**config.mk**
```make
export PLATFORM = sky130hd
export DESIGN_NAME = adc_capture_ctrl
export DESIGN_NICKNAME = d
export VERILOG_FILES = /design/src/rtl/adc_capture_ctrl.sv
export SDC_FILE = /design/constraint.sdc
export NUM_CORES = 1
export LEC_CHECK = 0
export ABC_AREA = 1
export CORE_UTILIZATION = 47
export CTS_BUF_LIST = sky130_fd_sc_hd__clkbuf_4 sky130_fd_sc_hd__clkbuf_8
export DETAILED_ROUTE_END_ITERATION = 16
export PLACE_DENSITY = 0.95
export SYNTH_ARGS = -nofsm -noshare
export SYNTH_HDL_FRONTEND = slang
export SYNTH_SLANG_ARGS = --single-unit
```
**constraint.sdc**
```tcl
create_clock -name clk_in -period 1.7 [get_ports clk_in]
set_clock_uncertainty 0.05 [all_clocks]
set_input_delay 0.17 -clock clk_in [delete_from_list [all_inputs] [get_ports clk_in]]
set_output_delay 0.17 -clock clk_in [all_outputs]
set_load 0.01 [all_outputs]
```
**src/rtl/adc_capture_ctrl.sv**
```systemverilog
// Burst capture sequencer for the on-chip ADC: waits for PLL lock, starts the
// sequencer over CSR, stores one channel's samples into sample RAM, then stops it.
//
// state     | meaning
// ----------+---------------------------------------------------------------
// IDLE      | waiting for start; busy low
// WAIT_LOCK | start seen without ADC PLL lock; bounded wait for lock
// CFG       | CSR write 32'h1 (sequencer run continuous)
// RUN       | accepting CHANNEL responses into RAM
// STOP      | CSR write 32'h0 (sequencer stop)
// DONE      | one-cycle done pulse after a complete burst
module adc_capture_ctrl #(
  parameter int         ADDR_W       = 4,
  parameter int         NUM_SAMPLES  = 16,
  parameter logic [4:0] CHANNEL      = 5'd1,
  parameter int         LOCK_TIMEOUT = 1000
) (
  input  logic              clk_in,
  input  logic              rst,
  input  logic              start,
  input  logic              abort,
  input  logic              adc_locked,
  input  logic              response_valid,
  input  logic [4:0]        response_channel,
  input  logic [11:0]       response_data,
  output logic              csr_address,
  output logic              csr_write,
  output logic [31:0]       csr_writedata,
  output logic [ADDR_W-1:0] ram_address,
  output logic [11:0]       ram_data,
  output logic              ram_wren,
  output logic              busy,
  output logic              done,
  output logic [ADDR_W:0]   sample_count,
  output logic [11:0]       last_sample,
  output logic              lock_err
);

  localparam int CNT_W = ADDR_W + 1;
  localparam int TMR_W = (LOCK_TIMEOUT > 1) ? $clog2(LOCK_TIMEOUT) : 1;
  localparam logic [CNT_W-1:0] NUM_LAST = CNT_W'(NUM_SAMPLES);
  localparam logic [TMR_W-1:0] TMR_LOAD = TMR_W'(LOCK_TIMEOUT - 1);

  if ((NUM_SAMPLES < 1) || (NUM_SAMPLES > (1 << ADDR_W))) begin : g_bad_num_samples
    $error("adc_capture_ctrl: NUM_SAMPLES must be in 1..2**ADDR_W");
  end

  typedef enum logic [2:0] {
    IDLE      = 3'd0,
    WAIT_LOCK = 3'd1,
    CFG       = 3'd2,
    RUN       = 3'd3,
    STOP      = 3'd4,
    DONE      = 3'd5
  } state_t;

  state_t            state;
  logic [ADDR_W-1:0] wr_ptr;
  logic [TMR_W-1:0]  lock_tmr;
  logic              normal_end;
  logic              accept;
  logic [CNT_W-1:0]  count_inc;

  assign csr_address = 1'b0;
  assign accept      = response_valid && (response_channel == CHANNEL);
  assign count_inc   = sample_count + 1'b1;

  always_ff @(posedge clk_in or posedge rst) begin
    if (rst) begin
      state         <= IDLE;
      wr_ptr        <= '0;
      lock_tmr      <= '0;
      normal_end    <= 1'b0;
      csr_write     <= 1'b0;
      csr_writedata <= '0;
      ram_address   <= '0;
      ram_data      <= '0;
      ram_wren      <= 1'b0;
      busy          <= 1'b0;
      done          <= 1'b0;
      sample_count  <= '0;
      last_sample   <= '0;
      lock_err      <= 1'b0;
    end else begin
      ram_wren      <= 1'b0;
      done          <= 1'b0;
      csr_write     <= 1'b0;
      csr_writedata <= '0;

      case (state)
        IDLE: begin
          if (start) begin
            sample_count <= '0;
            wr_ptr       <= '0;
            lock_err     <= 1'b0;
            normal_end   <= 1'b0;
            busy         <= 1'b1;
            if (adc_locked) begin
              state         <= CFG;
              csr_write     <= 1'b1;
              csr_writedata <= 32'h1;
            end else begin
              state    <= WAIT_LOCK;
              lock_tmr <= TMR_LOAD;
            end
          end
        end

        WAIT_LOCK: begin
          if (adc_locked) begin
            state         <= CFG;
            csr_write     <= 1'b1;
            csr_writedata <= 32'h1;
          end else if (abort) begin
            state <= IDLE;
            busy  <= 1'b0;
          end else if (lock_tmr == '0) begin
            state    <= IDLE;
            busy     <= 1'b0;
            lock_err <= 1'b1;
          end else begin
            lock_tmr <= lock_tmr - 1'b1;
          end
        end

        CFG: state <= RUN;

        RUN: begin
          // Abort and lock loss win over a response arriving in the same cycle.
          if (abort || !adc_locked) begin
            state     <= STOP;
            csr_write <= 1'b1;
            if (!adc_locked) lock_err <= 1'b1;
          end else if (accept) begin
            ram_wren     <= 1'b1;
            ram_address  <= wr_ptr;
            ram_data     <= response_data;
            wr_ptr       <= wr_ptr + 1'b1;
            sample_count <= count_inc;
            last_sample  <= response_data;
            if (count_inc == NUM_LAST) begin
              state      <= STOP;
              csr_write  <= 1'b1;
              normal_end <= 1'b1;
            end
          end
        end

        STOP: begin
          if (normal_end) begin
            state <= DONE;
            done  <= 1'b1;
          end else begin
            state <= IDLE;
            busy  <= 1'b0;
          end
        end

        DONE: begin
          state <= IDLE;
          busy  <= 1'b0;
        end

        default: begin
          state <= IDLE;
          busy  <= 1'b0;
        end
      endcase
    end
  end

endmodule
```
==> metrics.log, run 1 <==
INFO  metric status = finished clean
INFO  metric async_flop_share = 1.000
INFO  metric via_count = 2,374
INFO  metric cts_buffers = 5
INFO  metric power-per-cell-area = 1113 mW/mm^2
INFO  metric synth.largest_area_cell = sky130_fd_sc_hd__dfrtp_1
INFO  metric globalRouteTotalUtil = 0.2098
INFO  metric timing_max_transition_violations_final = 0
INFO  metric port_buffers = 61
INFO  metric synthSimpleGateAreaFrac = 0.2989
INFO  metric dieWidth = roughly 77 um
INFO  metric synth.mux.area_fraction = 0
INFO  metric multi_input_area = 0.001177 sq mm
INFO  metric detail-route-antenna-nets = 0
INFO  metric synth.top_cell.area_share = 0.4223
INFO  metric timing.critical_path.cells = inv_2 > ha_1 > nand3_1 > nor2_2 > nand2_2 > nand3_4 > nand2_1 > inv_1 > nand2_1 > nand2_1 > nand2_1
INFO  metric number_of_levels_the_h_tree_was_split_into = 2
INFO  metric cp_data_arrival_time = 1.78 ns
INFO  metric mappedNetlistArea = about 0.0027 sq mm
INFO  metric path_type_of_the_worst_setup_path = flop to flop
INFO  metric synth.area.top_cells = sky130_fd_sc_hd__dfrtp_1 (42%), sky130_fd_sc_hd__nand2_1 (15%), sky130_fd_sc_hd__buf_4 (12%)
INFO  metric grt_pass1_vias = about 2,200
INFO  metric clock_insertion_delay_worst_skew = 0.30 ns
INFO  metric drt_pass_1_iters = 4
INFO  metric timing.final.setup_violations = 0
INFO  metric tritoncts = yes
INFO  metric floorplan.rows = 27
INFO  metric cts.sink_count = between 40 and 50
INFO  metric worstHoldPathType = input pin to async pin
INFO  metric clockRootBuffer = sky130_fd_sc_hd__clkbuf_8
INFO  metric adder_and_majority_cell_fraction_of_the_synthesized_area = 0.02346
INFO  metric worst_voltage_drop_across_the_vdd_grid = 0.0004626 V
INFO  metric ioPinCount = 94
INFO  metric die_height = 77.32 um
INFO  metric dominantRegCellSynth = sky130_fd_sc_hd__dfrtp_1
INFO  metric synth_compound_area_frac = 0.04927
INFO  metric floorplan.core_area = ~0.0055 sq mm
INFO  metric required = 1.84 ns
INFO  metric num_antenna_cells = 0
INFO  metric dr.first_iter.drc_count = around 250
INFO  metric layout.core_utilization = 0.6296
INFO  metric maxClockFrequency = around 600 MHz
INFO  metric clkSlewWorstSetupHoldPaths = 0.08 ns
INFO  metric cp-start-kind = flop
INFO  metric hold_violations_final = 0
INFO  metric worst_path_largest_cell_delay = 0.42 ns
INFO  metric grt.overflow.total = 0
INFO  metric synth_edf_count = 0
INFO  metric clock_period_minus_worst_slack = 1.635 ns
INFO  metric antenna_found_initial = 0
INFO  metric routed_wire_length_per_instance = 13.05 um
INFO  metric syn_to_final_growth = 29.23%
INFO  metric synth.yosys.warnings = 0
INFO  metric maximum_capacitance_violations = 0
INFO  metric cts_buffer_depth = 2
INFO  metric cp_slowest_cell = sky130_fd_sc_hd__dfrtp_1
INFO  metric path_buf_inv = 2
INFO  metric postSynthCellCount = 330
INFO  metric place_congestion = 0.9020
INFO  metric synth_xor_xnor_area_share = 0.01642
INFO  metric path_max_fanout = 8
INFO  metric timing.slew.headroom = 0.5786
INFO  metric drive_gt1_frac = 0.1390
INFO  metric seqCellArea = 0.001126 sq mm
INFO  metric p_leak = roughly 1.8 nW
INFO  metric floorplan.initialDensity = 0.4872
INFO  metric critPathTopFamily = simple AND/OR/NAND/NOR gates
INFO  metric stdcell_count = 475
INFO  metric nFillCells = 420
INFO  metric drc = 0
INFO  metric post_drt_via_cell_ratio = 4.998
INFO  metric synth.distinct_cells = 28
INFO  metric fp.dieArea = 0.005978 sq mm
INFO  metric sequential_cell_area_fraction_in_the_yosys_report = 0.4223
INFO  metric pin_count_of_the_biggest_net_entering_global_routing = 29
INFO  metric drt-total-wl = 6.197 mm
INFO  metric postSynthAreaPerCell = 8.080 sq um
INFO  metric critPathMostFrequentCell = sky130_fd_sc_hd__nand2_1
INFO  metric critical_path.endpoint_type = flop
INFO  metric ys_ff_latch = 45
INFO  metric hpwl = 4.358 mm
INFO  metric final.period_utilization = 0.9620
INFO  metric hold_buffers = 0
INFO  metric dp_cells = 458
INFO  metric worst_max_slew_pin_slew = 0.6283 ns
INFO  metric final_nets = 430
INFO  metric grt_pass1_wl = 9.853 mm
INFO  metric synth_top_family_by_area = simple AND/OR/NAND/NOR gates
==> timing repair <==
item / in CTS / in global routing
endpoints found under the setup margin: 0 / 35
resized for setup: 0 / 12
setup buffers: 0 / 9
==> layout by cell type, fill, tap and decap left out, types with 2 or more instances in the layout <==
| cell | Yosys | routed |
|---|---|---|
| sky130_fd_sc_hd__nor2_8 | 2 | 2 |
| sky130_fd_sc_hd__o21ai_2 | 2 | 2 |
| sky130_fd_sc_hd__nand2_2 | 2 | 4 |
| sky130_fd_sc_hd__xor2_1 | 5 | 5 |
| sky130_fd_sc_hd__inv_1 | 29 | 27 |
| sky130_fd_sc_hd__nor3_1 | 3 | 3 |
| sky130_fd_sc_hd__o21ai_1 | 6 | 10 |
| sky130_fd_sc_hd__dfrtp_1 | 45 | 45 |
| sky130_fd_sc_hd__nor2_4 | 2 | 3 |
| sky130_fd_sc_hd__conb_1 | 1 | 32 |
| sky130_fd_sc_hd__inv_2 | 3 | 4 |
| sky130_fd_sc_hd__o21ai_0 | 14 | 10 |
| sky130_fd_sc_hd__nand2_4 | 4 | 5 |
| sky130_fd_sc_hd__buf_4 | 44 | 18 |
| sky130_fd_sc_hd__nor2_1 | 20 | 19 |
| sky130_fd_sc_hd__clkdlybuf4s50_1 | 0 | 61 |
| sky130_fd_sc_hd__buf_12 | 0 | 3 |
| sky130_fd_sc_hd__nand4_1 | 6 | 6 |
| sky130_fd_sc_hd__nand2_1 | 108 | 105 |
| sky130_fd_sc_hd__clkbuf_8 | 0 | 6 |
| sky130_fd_sc_hd__nand3_1 | 17 | 17 |
| sky130_fd_sc_hd__ha_1 | 5 | 4 |
==> flip-flops by register name, indices dropped and copies added, names as in the netlist, 3 cells and up <==
name / count
last_sample: 12
lock_tmr: 10
ram_address: 4
sample_count: 5
state: 3
wr_ptr: 4
==> report_power, final <==
group / total, mW / switching, mW / internal [mW]
combinational: 1.60 / 0.944 / 0.655
clock: 0.834 / 0.357 / 0.477
sequential: 1.40 / 0.154 / 1.25
==> per-stage QoR <==
| stage | setup slack, ns | instance area (sq um) | setup TNS (ns) | total power [mW] | hold slack, ns |
|---|---|---|---|---|---|
| after global routing | -0.05718 | 3446 | -0.07299 | 4.089 | 0.1494 |
| after floorplan | 0.2361 | 2783 | 0 | 2.382 | 0.2366 |
| after detailed placement | -0.1041 | 3236 | -1.092 | 2.790 | 0.4167 |
| after CTS | 0.006358 | 3356 | 0 | 3.637 | 0.1204 |
| after global placement | -0.03560 | 3236 | -0.1085 | 2.704 | 0.4081 |
| final | 0.06459 | 3446 | 0 | 3.834 | 0.1162 |
==> Yosys cell counts (5+ instances only) <==
| cell type | number |
|---|---|
| sky130_fd_sc_hd__buf_4 | 44 |
| sky130_fd_sc_hd__xor2_1 | 5 |
| sky130_fd_sc_hd__o21ai_1 | 6 |
| sky130_fd_sc_hd__o21ai_0 | 14 |
| sky130_fd_sc_hd__nand2_1 | 108 |
| sky130_fd_sc_hd__ha_1 | 5 |
| sky130_fd_sc_hd__nand3_1 | 17 |
| sky130_fd_sc_hd__dfrtp_1 | 45 |
| sky130_fd_sc_hd__nor2_1 | 20 |
| sky130_fd_sc_hd__nand4_1 | 6 |
| sky130_fd_sc_hd__inv_1 | 29 |
==> cells by family (layout without fill, tap and decap cells) <==
family | Yosys count | in the layout
DFF | 45 | 45
buffers and inverters | 81 | 123
adders and majority gates | 5 | 5
xor gates and xnor gates | 5 | 5
other | 1 | 32
and+or+nand+nor | 169 | 169
AOI/OAI and AO/OA | 24 | 24
==> metal layers <==
| metal | vias up | wire length, um | GRT usage |
|---|---|---|---|
| li1 | 1102 | - | - |
| met1 | 1130 | 2161 | 0.2209 |
| met2 | 123 | 3376 | 0.3788 |
| met3 | 19 | 467 | 0.05476 |
| met4 | 0 | 192 | 0.1113 |
| met5 | - | 0 | 0 |
==> layout make-up <==
class	instances	area share
clock buffers	6	0.02397
well taps	72	0.02614
clock inverters	2	0.01089
inverters	33	0.03667
flip-flops and latches	45	0.3268
repair buffers	82	0.2338
multi-input cells	235	0.3417
==> final timing paths <==
path	startpoint	endpoint	slack, ns	cells past startpoint
setup / recovery	lock_tmr[1]$_DFFE_PP0P_	state[0]$_DFFE_PP0P_	0.06	11
hold / removal	rst	last_sample[5]$_DFFE_PP0P_	0.12	2
setup reg to reg	lock_tmr[1]$_DFFE_PP0P_	state[0]$_DFFE_PP0P_	0.06	11
hold reg to reg	ram_address[0]$_DFFE_PP0P_	ram_address[0]$_DFFE_PP0P_	0.44	2
max in group asynchronous	rst	lock_tmr[2]$_DFFE_PP0P_	0.97	3
min in group clk_in	response_data[8]	last_sample[8]$_DFFE_PP0P_	0.35	3
Power figures use the tool's default switching activity.
==> run 2: changes to the inputs <==
--- a/config.mk
+++ b/config.mk
@@ -6,10 +6,11 @@
 export NUM_CORES = 1
 export LEC_CHECK = 0
 export ABC_AREA = 1
-export CORE_UTILIZATION = 47
+export CORE_UTILIZATION = 55
 export CTS_BUF_LIST = sky130_fd_sc_hd__clkbuf_4 sky130_fd_sc_hd__clkbuf_8
 export DETAILED_ROUTE_END_ITERATION = 16
-export PLACE_DENSITY = 0.95
+export DONT_BUFFER_PORTS = 1
+export PLACE_DENSITY_LB_ADDON = 0.2
 export SYNTH_ARGS = -nofsm -noshare
 export SYNTH_HDL_FRONTEND = slang
 export SYNTH_SLANG_ARGS = --single-unit
==> run 2 against run 1 <==
Global-route usage fell by 1.0 points. Fmax up 4.9%. Non-clock buffer count decreased by 53. First-iteration DRC count decreased by 61%. Setup slack improved by 0.076 ns. Hold slack worse by 0.095 ns. Register-to-register slack better by 0.08 ns. Cell area shrank 16%. Power fell by 6.5%. Sequential share of layout area up 6.3 points. Critical endpoint is now last_sample[8]$_DFFE_PP0P_.
==> metrics.log, run 2 (synthesis gave the netlist of run 1 again) <==
INFO  metric status = finished clean
INFO  metric timing_max_transition_violations_final = 0 (unchanged)
INFO  metric post_drt_via_cell_ratio = 4.871 (-2.5%)
INFO  metric reg_top3 = last_sample: 12 flops, lock_tmr: 10 flops, sample_count: 5 flops
INFO  metric hpwl = 3.449 mm (-21%)
INFO  metric tritoncts = yes
INFO  metric floorplan.rows = 24 (-11%)
INFO  metric via_count = 1,963 (-17%)
INFO  metric cts.sink_count = 45 (unchanged)
INFO  metric cts_buffers = 5 (unchanged)
INFO  metric num_antenna_cells = 0 (unchanged)
INFO  metric grt_pass1_vias = 1,827 (-19%)
INFO  metric hold-worst-slack = 0.02162 ns (-0.09456 ns)
INFO  metric dr.first_iter.drc_count = 97 (-61%)
INFO  metric drt_pass_1_iters = 4 (unchanged)
INFO  metric drive_gt1_frac = 0.1595 (+0.02059)
INFO  metric ioPinCount = 94 (unchanged)
INFO  metric critPathMostFrequentCell = sky130_fd_sc_hd__nand2_1
INFO  metric hold_violations_final = 0 (unchanged)
INFO  metric routed_wire_length_per_instance = 12.29 um (-5.8%)
INFO  metric cp_slowest_cell = sky130_fd_sc_hd__dfrtp_1
INFO  metric port_buffers = 0 (-100%)
INFO  metric path_type_of_the_worst_setup_path = flop to flop
INFO  metric cts_buffer_depth = 2 (unchanged)
INFO  metric critPathTopFamily = simple AND/OR/NAND/NOR gates
INFO  metric final_nets = 378 (-12%)
INFO  metric clockRootBuffer = sky130_fd_sc_hd__clkbuf_8
INFO  metric cp-start-kind = flop
INFO  metric layout.core_utilization = 0.6411 (+0.01148)
INFO  metric syn_to_final_growth = 8.306%
INFO  metric worst_voltage_drop_across_the_vdd_grid = 0.0007649 V (+65%)
INFO  metric dieWidth = 71.63 um (-7.4%)
INFO  metric final.period_utilization = 0.9172 (-0.04483)
INFO  metric setup_total_negative_slack = 0 ns (unchanged)
INFO  metric number_of_levels_the_h_tree_was_split_into = 2 (unchanged)
INFO  metric top_register = last_sample
INFO  metric floorplan.initialDensity = 0.5919 (+0.1047)
INFO  metric required = 1.88 ns (+0.04 ns)
INFO  metric path_buf_inv = 2 (unchanged)
INFO  metric grt.overflow.total = 0 (unchanged)
INFO  metric globalRouteTotalUtil = 0.1998 (-0.009970)
INFO  metric grt_pass1_wl = 8.107 mm (-18%)
INFO  metric dp_cells = 372 (-19%)
INFO  metric worst_path_largest_cell_delay = 0.41 ns (about the same)
INFO  metric fp.dieArea = 0.005130 sq mm (-14%)
INFO  metric drt-total-wl = 4.952 mm (-20%)
INFO  metric grt_setup_unrepaired = no
INFO  metric nFillCells = 381 (-9.3%)
INFO  metric power-per-cell-area = 1241 mW/mm^2 (+12%)
INFO  metric stdcell_count = 403 (-15%)
INFO  metric power.share.sequential = 0.396 (+0.031)
INFO  metric combinational_fraction_of_design_power = 0.335 (-0.082)
INFO  metric cell_internal_pwr = 2.246 mW (-5.6%)
INFO  metric leading_cell_type_in_the_layout_fill_and_taps_excluded = sky130_fd_sc_hd__nand2_1
INFO  metric power_share_of_the_clock_group = 0.269 (+0.051)
INFO  metric critical_path.endpoint_type = flop
INFO  metric timing.critical_path.cells = nor2_2 > nand2_1 > inv_2 > nand2_4 > nor2_8 > buf_4 > nand2_1 > nand2_1
INFO  metric pin_count_of_the_biggest_net_entering_global_routing = 46 (+59%)
INFO  metric placedInstanceArea = 0.002525 sq mm (-22%)
INFO  metric die_height = 71.63 um (-7.4%)
INFO  metric largest_register_ffs = 12 (unchanged)
INFO  metric floorplan.core_area = 0.004504 sq mm (-18%)
INFO  metric worstHoldPathType = input pin to flop
INFO  metric antenna_found_initial = 0 (unchanged)
INFO  metric detail-route-antenna-nets = 0 (unchanged)
INFO  metric timing.final.setup_violations = 0 (unchanged)
INFO  metric worst_max_slew_pin_slew = 0.5607 ns (-0.06754 ns)
INFO  metric clock_insertion_delay_worst_skew = 0.30 ns (about the same)
INFO  metric p_leak = 1.566 nW (-11%)
INFO  metric path_max_fanout = 9 (+1)
INFO  metric cp_data_arrival_time = 1.74 ns (-0.04 ns)
INFO  metric maxClockFrequency = 641.4 MHz (+4.9%)
INFO  metric swShare = 0.3734 (-0.006095)
INFO  metric postLayoutCellArea = 0.002888 sq mm (-16%)
INFO  metric timing.slew.headroom = 0.6262 (+0.04762)
INFO  metric drc = 0 (unchanged)
INFO  metric switching_power = 1.339 mW (-8.0%)
INFO  metric clock_period_minus_worst_slack = 1.559 ns (-0.07621 ns)
INFO  metric most_used_cells_in_the_layout_excluding_fill_and_tap_cells = sky130_fd_sc_hd__nand2_1 (104), sky130_fd_sc_hd__dfrtp_1 (45), sky130_fd_sc_hd__conb_1 (32), sky130_fd_sc_hd__inv_1 (26)
INFO  metric place_congestion = 0.8773 (-2.7%)
INFO  metric maximum_capacitance_violations = 0 (unchanged)
INFO  metric clkSlewWorstSetupHoldPaths = 0.08 ns (about the same)
[run 2: cell type report]
type                            instances  area (sq um)  area share
Multi-Input combinational cell        236          1182      0.4094
Sequential cell                        45          1126      0.3899
Timing Repair Buffer                   29         250.2     0.08666
Inverter                               33         126.4     0.04376
Clock buffer                            5         68.82     0.02383
Clock inverter                          3         68.82     0.02383
Tap cell                               52         65.06     0.02253
[run 2: per-layer routing]
| layer | wire length, um | share of wire | vias to the layer above | track usage |
|---|---|---|---|---|
| li1 | - | - | 987 | - |
| met1 | 2308 | 0.47 | 888 | 0.2562 |
| met2 | 2231 | 0.45 | 80 | 0.3365 |
| met3 | 385 | 0.078 | 8 | 0.06188 |
| met4 | 25 | 0.0050 | 0 | 0.03922 |
| met5 | 0 | 0 | - | 0 |
[run 2: through the flow]
stage	power, mW	setup slack, ns
after detailed placement	2.535	0.04613
after global routing	3.855	0.0008413
final	3.585	0.1408
after global placement	2.523	0.03294
after floorplan	2.382	0.2361
after CTS	3.535	0.01381
[run 2: worst reg2reg max path, stage by stage (launching register included)]
cell	delay [ns]
sky130_fd_sc_hd__dfrtp_1	0.41
sky130_fd_sc_hd__nor2_2	0.15
sky130_fd_sc_hd__nand2_1	0.12
sky130_fd_sc_hd__inv_2	0.15
sky130_fd_sc_hd__nand2_4	0.11
sky130_fd_sc_hd__nor2_8	0.20
sky130_fd_sc_hd__buf_4	0.17
sky130_fd_sc_hd__nand2_1	0.06
sky130_fd_sc_hd__nand2_1	0.07
[run 2: power by group through the flow]
stage               sequential (mW)  clock (mW)  combinational [mW]
finish                         1.42       0.963                1.20
global route                   1.45        1.03                1.38
CTS                            1.42       0.992                1.12
detailed placement             1.44           0                1.10
global placement               1.44           0                1.08
floorplan                      1.42           0               0.965
[run 2: final timing paths]
path	startpoint	endpoint	slack, ns	cells past startpoint
hold / removal	abort	busy$_DFFE_PP0P_	0.02	3
setup reg to reg	state[2]$_DFFE_PP0P_	last_sample[8]$_DFFE_PP0P_	0.14	8
setup / recovery	state[2]$_DFFE_PP0P_	last_sample[8]$_DFFE_PP0P_	0.14	8
min in group asynchronous	rst	last_sample[10]$_DFFE_PP0P_	0.40	3
hold reg to reg	normal_end$_DFFE_PP0P_	normal_end$_DFFE_PP0P_	0.44	2
max in group asynchronous	rst	lock_err$_DFFE_PP0P_	0.82	3
[run 2: timing repair]
item / in CTS / in global routing
resized for setup: 0 / 12
hold buffers: 13 / 0
endpoints found under the hold margin: 57 / 0
setup buffers: 0 / 9
endpoints found under the setup margin: 0 / 28
